<file path="src/rtl/calc2_top_core.sv">
// calc2_top_core: four request ports with a two-cycle command/operand protocol.
// Each port has a pending-request queue. One add/sub unit and one shift unit are
// shared between the ports and arbitrated round-robin. Invalid commands bypass the
// units. Results pass through one result register and one output register.
module calc2_top_core #(
  parameter int unsigned QDEPTH = 4
) (
  input  logic        c_clk,
  input  logic        reset,
  input  logic [3:0]  req1_cmd_in,
  input  logic [31:0] req1_data_in,
  input  logic [1:0]  req1_tag_in,
  input  logic [3:0]  req2_cmd_in,
  input  logic [31:0] req2_data_in,
  input  logic [1:0]  req2_tag_in,
  input  logic [3:0]  req3_cmd_in,
  input  logic [31:0] req3_data_in,
  input  logic [1:0]  req3_tag_in,
  input  logic [3:0]  req4_cmd_in,
  input  logic [31:0] req4_data_in,
  input  logic [1:0]  req4_tag_in,
  output logic [1:0]  out_resp1,
  output logic [31:0] out_data1,
  output logic [1:0]  out_tag1,
  output logic [1:0]  out_resp2,
  output logic [31:0] out_data2,
  output logic [1:0]  out_tag2,
  output logic [1:0]  out_resp3,
  output logic [31:0] out_data3,
  output logic [1:0]  out_tag3,
  output logic [1:0]  out_resp4,
  output logic [31:0] out_data4,
  output logic [1:0]  out_tag4
);

  localparam int unsigned PW = (QDEPTH > 1) ? $clog2(QDEPTH) : 1;
  localparam int unsigned CW = $clog2(QDEPTH + 1);

  localparam logic [3:0] CMD_ADD = 4'd1;
  localparam logic [3:0] CMD_SUB = 4'd2;
  localparam logic [3:0] CMD_SHL = 4'd5;
  localparam logic [3:0] CMD_SHR = 4'd6;

  localparam logic [1:0] RESP_OK  = 2'd1;
  localparam logic [1:0] RESP_OVF = 2'd2;
  localparam logic [1:0] RESP_BAD = 2'd3;

  typedef struct packed {
    logic [3:0]  cmd;
    logic [31:0] op1;
    logic [31:0] op2;
    logic [1:0]  tag;
  } req_t;

  typedef enum logic [1:0] {
    UNIT_ADDSUB,
    UNIT_SHIFT,
    UNIT_NONE
  } unit_t;

  typedef enum logic {
    CAP_CMD,
    CAP_OP2
  } cap_t;

  function automatic unit_t unit_of(input logic [3:0] cmd);
    unit_t u;
    u = UNIT_NONE;
    case (cmd)
      CMD_ADD, CMD_SUB: u = UNIT_ADDSUB;
      CMD_SHL, CMD_SHR: u = UNIT_SHIFT;
      default:          u = UNIT_NONE;
    endcase
    return u;
  endfunction

  // Returns {resp, data}; data is forced to zero on every non-success response.
  function automatic logic [33:0] execute(input req_t r);
    logic [32:0] sum;
    logic [33:0] res;
    sum = {1'b0, r.op1} + {1'b0, r.op2};
    res = {RESP_BAD, 32'd0};
    case (r.cmd)
      CMD_ADD: res = sum[32] ? {RESP_OVF, 32'd0} : {RESP_OK, sum[31:0]};
      CMD_SUB: res = (r.op2 > r.op1) ? {RESP_OVF, 32'd0} : {RESP_OK, r.op1 - r.op2};
      CMD_SHL: res = {RESP_OK, r.op1 << r.op2[4:0]};
      CMD_SHR: res = {RESP_OK, r.op1 >> r.op2[4:0]};
      default: res = {RESP_BAD, 32'd0};
    endcase
    return res;
  endfunction

  function automatic logic [PW-1:0] ptr_inc(input logic [PW-1:0] v);
    return (v == PW'(QDEPTH - 1)) ? '0 : v + PW'(1);
  endfunction

  logic [3:0]  cmd_in  [4];
  logic [31:0] data_in [4];
  logic [1:0]  tag_in  [4];

  logic [3:0]  has_head;
  req_t        head [4];
  logic [3:0]  pop;

  logic [1:0]  o_resp_a [4];
  logic [31:0] o_data_a [4];
  logic [1:0]  o_tag_a  [4];

  logic [1:0]  rr_as, rr_as_nx;
  logic [1:0]  rr_sh, rr_sh_nx;

  // Gather the named ports into indexable arrays.
  always_comb begin
    cmd_in[0]  = req1_cmd_in;  data_in[0] = req1_data_in; tag_in[0] = req1_tag_in;
    cmd_in[1]  = req2_cmd_in;  data_in[1] = req2_data_in; tag_in[1] = req2_tag_in;
    cmd_in[2]  = req3_cmd_in;  data_in[2] = req3_data_in; tag_in[2] = req3_tag_in;
    cmd_in[3]  = req4_cmd_in;  data_in[3] = req4_data_in; tag_in[3] = req4_tag_in;
  end

  // Drive the named output ports from the per-port output registers.
  always_comb begin
    out_resp1 = o_resp_a[0]; out_data1 = o_data_a[0]; out_tag1 = o_tag_a[0];
    out_resp2 = o_resp_a[1]; out_data2 = o_data_a[1]; out_tag2 = o_tag_a[1];
    out_resp3 = o_resp_a[2]; out_data3 = o_data_a[2]; out_tag3 = o_tag_a[2];
    out_resp4 = o_resp_a[3]; out_data4 = o_data_a[3]; out_tag4 = o_tag_a[3];
  end

  for (genvar p = 0; p < 4; p++) begin : g_port
    cap_t            st, st_nx;
    logic            wr_en;
    logic [3:0]      h_cmd;
    logic [31:0]     h_op1;
    logic [1:0]      h_tag;
    req_t            mem [QDEPTH];
    logic [PW-1:0]   wptr, rptr;
    logic [CW-1:0]   cnt;
    logic [1:0]      res_resp, res_tag;
    logic [31:0]     res_data;
    logic [1:0]      o_resp, o_tag;
    logic [31:0]     o_data;

    // Capture state register: command cycle vs operand-2 cycle.
    always_ff @(posedge c_clk or negedge reset) begin
      if (!reset) st <= CAP_CMD;
      else        st <= st_nx;
    end

    // Next capture state; the operand-2 cycle completes the request and writes
    // it unless the queue is already full, in which case it is dropped.
    always_comb begin
      st_nx = st;
      wr_en = 1'b0;
      unique case (st)
        CAP_CMD: if (cmd_in[p] != 4'd0) st_nx = CAP_OP2;
        CAP_OP2: begin
          st_nx = CAP_CMD;
          wr_en = (cnt != CW'(QDEPTH));
        end
      endcase
    end

    // Hold command, operand 1 and tag until operand 2 arrives.
    always_ff @(posedge c_clk or negedge reset) begin
      if (!reset) begin
        h_cmd <= '0;
        h_op1 <= '0;
        h_tag <= '0;
      end else if (st == CAP_CMD && cmd_in[p] != 4'd0) begin
        h_cmd <= cmd_in[p];
        h_op1 <= data_in[p];
        h_tag <= tag_in[p];
      end
    end

    // Queue storage; contents are meaningless once pointers/count are reset.
    always_ff @(posedge c_clk) begin
      if (wr_en) mem[wptr] <= {h_cmd, h_op1, data_in[p], h_tag};
    end

    // Queue pointers and occupancy.
    always_ff @(posedge c_clk or negedge reset) begin
      if (!reset) begin
        wptr <= '0;
        rptr <= '0;
        cnt  <= '0;
      end else begin
        if (wr_en)  wptr <= ptr_inc(wptr);
        if (pop[p]) rptr <= ptr_inc(rptr);
        case ({wr_en, pop[p]})
          2'b10:   cnt <= cnt + CW'(1);
          2'b01:   cnt <= cnt - CW'(1);
          default: cnt <= cnt;
        endcase
      end
    end

    assign has_head[p] = (cnt != '0);
    assign head[p]     = mem[rptr];

    // Result register: computed in the cycle the head is granted and popped.
    always_ff @(posedge c_clk or negedge reset) begin
      if (!reset) begin
        res_resp <= '0;
        res_data <= '0;
        res_tag  <= '0;
      end else if (pop[p]) begin
        {res_resp, res_data} <= execute(head[p]);
        res_tag              <= head[p].tag;
      end else begin
        res_resp <= '0;
        res_data <= '0;
        res_tag  <= '0;
      end
    end

    // Output register: presents each result for exactly one cycle.
    always_ff @(posedge c_clk or negedge reset) begin
      if (!reset) begin
        o_resp <= '0;
        o_data <= '0;
        o_tag  <= '0;
      end else begin
        o_resp <= res_resp;
        o_data <= res_data;
        o_tag  <= res_tag;
      end
    end

    assign o_resp_a[p] = o_resp;
    assign o_data_a[p] = o_data;
    assign o_tag_a[p]  = o_tag;
  end

  // Dispatch: invalid heads always pop; each unit grants the first candidate
  // at or after its pointer, and the pointer moves to the port after the grant.
  always_comb begin
    logic [1:0] idx;
    logic       as_found;
    logic       sh_found;
    idx      = '0;
    as_found = 1'b0;
    sh_found = 1'b0;
    pop      = '0;
    rr_as_nx = rr_as;
    rr_sh_nx = rr_sh;
    for (int unsigned i = 0; i < 4; i++) begin
      idx = 2'(i);
      if (has_head[idx] && unit_of(head[idx].cmd) == UNIT_NONE) pop[idx] = 1'b1;
    end
    for (int unsigned i = 0; i < 4; i++) begin
      idx = rr_as + 2'(i);
      if (!as_found && has_head[idx] && unit_of(head[idx].cmd) == UNIT_ADDSUB) begin
        pop[idx] = 1'b1;
        as_found = 1'b1;
        rr_as_nx = idx + 2'd1;
      end
    end
    for (int unsigned i = 0; i < 4; i++) begin
      idx = rr_sh + 2'(i);
      if (!sh_found && has_head[idx] && unit_of(head[idx].cmd) == UNIT_SHIFT) begin
        pop[idx] = 1'b1;
        sh_found = 1'b1;
        rr_sh_nx = idx + 2'd1;
      end
    end
  end

  // Round-robin pointers, starting at port 1 after reset.
  always_ff @(posedge c_clk or negedge reset) begin
    if (!reset) begin
      rr_as <= '0;
      rr_sh <= '0;
    end else begin
      rr_as <= rr_as_nx;
      rr_sh <= rr_sh_nx;
    end
  end

endmodule

</file>
<file path="config.mk">
export PLATFORM = sky130hd
export DESIGN_NAME = calc2_top_core
export DESIGN_NICKNAME = d
export VERILOG_FILES = /design/src/rtl/calc2_top_core.sv
export SDC_FILE = /design/constraint.sdc
export NUM_CORES = 2
export LEC_CHECK = 0
export ABC_AREA = 1
export CORE_AREA = 2 2 522 395
export CTS_CLUSTER_SIZE = 30
export DETAILED_ROUTE_END_ITERATION = 7
export DIE_AREA = 0 0 524 397
export GPL_TIMING_DRIVEN = 1
export SLEW_MARGIN = 20
export SYNTH_ARGS = -nofsm -noshare
export SYNTH_HDL_FRONTEND = slang
export SYNTH_SLANG_ARGS = --single-unit
</file>
<file path="constraint.sdc">
create_clock -name c_clk -period 4 [get_ports c_clk]
set_input_delay 0.8 -clock c_clk [delete_from_list [all_inputs] [get_ports c_clk]]
set_output_delay 0.8 -clock c_clk [all_outputs]
set_load 0.005 [all_outputs]
</file>
==> impl_results.rst <==
.. list-table::
   :header-rows: 1

   * - Metric
     - Value
   * - Outcome
     - finished, final reports clean
   * - Die width
     - 524 um
   * - Critical Path, Cell by Cell
     - buf_16 > buf_12 > nand2_1 > a32oi_2 > inv_1 > ha_1 > a21oi_1 > o21bai_1 > a21oi_1 > buf_4 > o21ai_1 > a21oi_1 > nand2_1 > nand2_2 > buf_4 > clkinvlp_4 > a21oi_4 > nand4_1 > nand2_1 > inv_1
   * - Register clock-pin slew on the reported worst setup and hold paths
     - 0.06 ns
   * - Global-route usage over all layers
     - 31.74%
   * - Dominant delay contributor by cell family on the critical path
     - compound AO/OA/AOI/OAI gates
   * - Number of distinct library cell variants in the gate-level netlist after synthesis
     - 55
   * - Overall routed net length
     - 341.9 mm
   * - Master cell of the clock root buffer
     - sky130_fd_sc_hd__clkbuf_16
   * - Post-Synthesis Cell Area
     - 90,860 um^2
   * - Core region area
     - 203,400 um^2
   * - Minimum clock period after layout
     - 3.966 ns
   * - Synthesis-stage register bit count
     - 1,596
   * - Startpoint Class
     - flop
   * - Clock insertion delay at the later pin of the skew report
     - 0.86 ns
   * - Largest net degree at the start of global routing
     - 103
   * - Gate count after technology mapping
     - 10,996
   * - Final weighted congestion in routability-driven placement
     - 1.017
   * - Synthesized net count
     - 11,454
   * - Critical path peak fanout
     - 26
   * - Final ANT Viol Nets
     - 0
   * - Die area
     - 208,000 um^2
   * - Routed wirelength normalized by instance count
     - 22.79 um
   * - Max-cap check violation count
     - 0
   * - Hold Vio Cnt, Final
     - 0
   * - Worst Setup Slack, final
     - 0.03378 ns
   * - Via Count
     - 83,353
   * - # port buffers
     - 297
   * - Fill cell instance count of the final layout
     - 18,742
   * - First DRT Iteration DRCs
     - 9,792
   * - Post-route DRC
     - 0
   * - Half-perimeter wire length of the detailed placement result
     - 256.0 mm
   * - Transition time at the pin with the least slew margin
     - 1.003 ns
   * - TritonCTS clock tree
     - done
   * - Die outline height
     - 397 um
   * - Sequential fraction of the synthesis area
     - 50.13%
   * - Critical Path Slowest Stage Cell
     - sky130_fd_sc_hd__dfrtp_4
   * - Share of layout cells above drive strength 1
     - 16.06%
   * - Buffering stage count on the worst path with inverters included
     - 7
   * - Final period utilization
     - 99.16%
   * - Pre-Repair DR Iteration Count
     - 8
   * - Yosys synthesis warning count
     - 0
   * - Final setup violation count
     - 0
   * - CP Data Required Time
     - 4.69 ns
   * - Row count
     - 144
   * - RSZ-0062 raised after global routing
     - yes
   * - Starting density of the core
     - 44.67%
   * - Count of flip-flops with a built-in enable after synthesis
     - 1,120
   * - CTS buffer count
     - 165
   * - FFs w/ async S/R, synth
     - 29.82%
   * - Headroom to the max-slew limit
     - 33.00%
   * - Element type at the critical path end
     - flop
   * - Post-Place Worst Slack
     - -0.3283 ns
   * - Path category of the worst min-delay check
     - flop to flop
   * - Mean instance size in the synthesized netlist
     - 8.263 um^2
   * - Global-route wire length before repair
     - 498.9 mm
   * - Maximum clock insertion buffer count
     - 4
   * - Worst clock skew
     - 0.08132 ns
   * - Worst stage delay on the critical path
     - 0.56 ns
   * - Average vias per placed instance
     - 5.557
   * - Via count of the first global-routing pass
     - 77,697
   * - Fmax
     - 252.1 MHz
   * - Critical path data arrival time
     - 4.66 ns
   * - Clock Sink Count
     - 1,596
   * - Min Hold Slack
     - 0.3214 ns
   * - Layout overhead on the synthesized area
     - 23.83%
   * - # IOs
     - 298
   * - Number of slew-limit violations in the final report
     - 0
   * - Most common flop cell mapped by yosys
     - sky130_fd_sc_hd__edfxtp_1
   * - H-tree levels
     - 4
   * - Antenna violations before repair
     - 18
   * - GRT Residual Overflow
     - 0
   * - Critical path type
     - flop to flop
   * - Nets
     - 12,623
==> routing by layer <==
layer | vias to the layer above | track usage, % | share of wire, %
li1 | 39239 | - | -
met4 | 20 | 7.158 | 2.4
met1 | 40191 | 49.52 | 47
met5 | - | 0 | 0.036
met2 | 3495 | 45.43 | 42
met3 | 408 | 5.610 | 8.9
==> per-stage QoR <==
stage	utilization, %	TNS, ns	cell area (um^2)	cells
after global placement	51.58	-5.798	104900	14653
after floorplan	-	-315.89	90860	10996
final	55.31	0	112500	15000
after CTS	54.45	0	110800	14956
after global routing	55.31	-0.8544	112500	14996
after detailed placement	51.58	-5.669	104900	14653
==> Yosys cell counts, types with 4 or more instances <==
cell type	count	area (um^2)
sky130_fd_sc_hd__a21oi_1	583	2918
sky130_fd_sc_hd__edfxtp_1	1120	33630
sky130_fd_sc_hd__nor2_4	8	90.09
sky130_fd_sc_hd__a21boi_0	24	180.2
sky130_fd_sc_hd__a32oi_1	116	1016
sky130_fd_sc_hd__nor2_1	917	3442
sky130_fd_sc_hd__clkinv_1	9	33.78
sky130_fd_sc_hd__dfrtp_1	476	11910
sky130_fd_sc_hd__nor3_1	52	260.3
sky130_fd_sc_hd__o22ai_1	12	75.07
sky130_fd_sc_hd__nand3_1	1566	7838
sky130_fd_sc_hd__inv_2	61	229.0
sky130_fd_sc_hd__nor2_2	10	62.56
sky130_fd_sc_hd__nor4_1	4	25.02
sky130_fd_sc_hd__xnor2_1	11	96.34
sky130_fd_sc_hd__or2_2	14	87.58
sky130_fd_sc_hd__nand3b_1	14	105.1
sky130_fd_sc_hd__inv_4	7	43.79
sky130_fd_sc_hd__buf_6	18	202.7
sky130_fd_sc_hd__a31oi_1	39	244.0
sky130_fd_sc_hd__o21ai_0	295	1476
sky130_fd_sc_hd__inv_1	950	3566
sky130_fd_sc_hd__o21ai_1	8	40.04
sky130_fd_sc_hd__buf_4	14	105.1
sky130_fd_sc_hd__ha_1	292	3654
sky130_fd_sc_hd__o221ai_1	4	35.03
sky130_fd_sc_hd__fa_1	12	240.2
sky130_fd_sc_hd__a32oi_2	4	65.06
sky130_fd_sc_hd__a21o_1	31	232.7
sky130_fd_sc_hd__nand2_2	59	369.1
sky130_fd_sc_hd__buf_2	207	1036
sky130_fd_sc_hd__nand3_2	22	220.2
sky130_fd_sc_hd__nand4_1	176	1101
sky130_fd_sc_hd__o211ai_1	118	885.9
sky130_fd_sc_hd__clkbuf_1	228	855.8
sky130_fd_sc_hd__nand2_1	3176	11920
sky130_fd_sc_hd__xor2_1	166	1454
sky130_fd_sc_hd__o21a_1	35	262.8
sky130_fd_sc_hd__o31ai_1	6	45.04
sky130_fd_sc_hd__buf_1	61	229.0
sky130_fd_sc_hd__and2_1	7	43.79
sky130_fd_sc_hd__o21bai_1	38	285.3
sky130_fd_sc_hd__nor3b_1	4	30.03
==> placed cells by master (no fill, tap or decap), types with 183 or more instances in the layout <==
master,count
sky130_fd_sc_hd__a21oi_1,531
sky130_fd_sc_hd__buf_4,1117
sky130_fd_sc_hd__clkbuf_16,183
sky130_fd_sc_hd__clkdlybuf4s50_1,296
sky130_fd_sc_hd__dfrtp_1,468
sky130_fd_sc_hd__edfxtp_1,1120
sky130_fd_sc_hd__ha_1,260
sky130_fd_sc_hd__inv_1,932
sky130_fd_sc_hd__nand2_1,3141
sky130_fd_sc_hd__nand3_1,1562
sky130_fd_sc_hd__nor2_1,848
sky130_fd_sc_hd__o21ai_0,257
==> worst paths after layout <==
| check | startpoint | endpoint | slack (ns) | depth (start not counted) |
|---|---|---|---|---|
| setup / recovery | g_port[3].rptr[0]$_DFFE_PN0P_ | g_port[3].res_data[22]$_DFF_PN0_ | 0.03 | 20 |
| hold / removal | g_port[1].res_data[14]$_DFF_PN0_ | out_data2[14]$_DFF_PN0_ | 0.32 | 0 |
| setup reg to reg | g_port[3].rptr[0]$_DFFE_PN0P_ | g_port[3].res_data[22]$_DFF_PN0_ | 0.03 | 20 |
| hold reg to reg | g_port[1].res_data[14]$_DFF_PN0_ | out_data2[14]$_DFF_PN0_ | 0.32 | 0 |
| max in group asynchronous | reset | g_port[1].h_op1[7]$_DFFE_PN0P_ | 2.32 | 3 |
| min in group asynchronous | reset | g_port[3].h_op1[11]$_DFFE_PN0P_ | 0.54 | 2 |
==> state kept, by name, summed over array words and instances, names as in the netlist, 12 cells and up <==
register	cells
g_port.mem	1120
g_port.h_op1	128
g_port.res_data	128
out_data1	32
out_data2	32
out_data3	32
out_data4	32
g_port.h_cmd	16
g_port.cnt	12
==> layout make-up <==
class	instances	area [um^2]	area share, %
flip-flops and latches	1596	45560	40.50
repair inverters	1	8.758	0.007784
clock inverters	66	837.1	0.7439
repair buffers	1530	13740	12.21
multi-input cells	7843	40420	35.93
inverters	1028	3926	3.490
well taps	2701	3379	3.004
diodes	5	12.51	0.01112
clock buffers	230	4629	4.115
==> worst reg2reg max path: stages, from the launching register on <==
cell and delay (ns):
sky130_fd_sc_hd__dfrtp_4 0.56, sky130_fd_sc_hd__buf_16 0.20, sky130_fd_sc_hd__buf_12 0.20, sky130_fd_sc_hd__nand2_1 0.10
sky130_fd_sc_hd__a32oi_2 0.29, sky130_fd_sc_hd__inv_1 0.08, sky130_fd_sc_hd__ha_1 0.31, sky130_fd_sc_hd__a21oi_1 0.23
sky130_fd_sc_hd__o21bai_1 0.11, sky130_fd_sc_hd__a21oi_1 0.15, sky130_fd_sc_hd__buf_4 0.15, sky130_fd_sc_hd__o21ai_1 0.10
sky130_fd_sc_hd__a21oi_1 0.15, sky130_fd_sc_hd__nand2_1 0.08, sky130_fd_sc_hd__nand2_2 0.12, sky130_fd_sc_hd__buf_4 0.15
sky130_fd_sc_hd__clkinvlp_4 0.22, sky130_fd_sc_hd__a21oi_4 0.26, sky130_fd_sc_hd__nand4_1 0.22, sky130_fd_sc_hd__nand2_1 0.12
sky130_fd_sc_hd__inv_1 0.05
==> cells by family (layout without fill, tap and decap cells) <==
logic type	count (synthesis)	count (layout)	synth area share (%)
AOI/OAI and AO/OA	1319	1319	8.600
xor gates and xnor gates	177	177	1.706
DFF	1596	1596	50.13
other	0	5	0
and+or+nand+nor	6043	6043	28.33
adders and majority gates	304	304	4.285
buffers and inverters	1557	2855	6.957
==> timing repair <==
action | 4_1_cts | 5_1_grt
endpoints found under the hold margin | 33 | 0
setup buffers | 2 | 22
setup endpoints to repair | 79 | 130
resized for setup | 52 | 317
hold buffers | 1 | 0
cloned | 4 | 17
pin swaps | 2 | 26
Power is left out: the tool's default activity adds up to more than one toggle a clock period on the data nets, which glitch-free logic cannot reach.
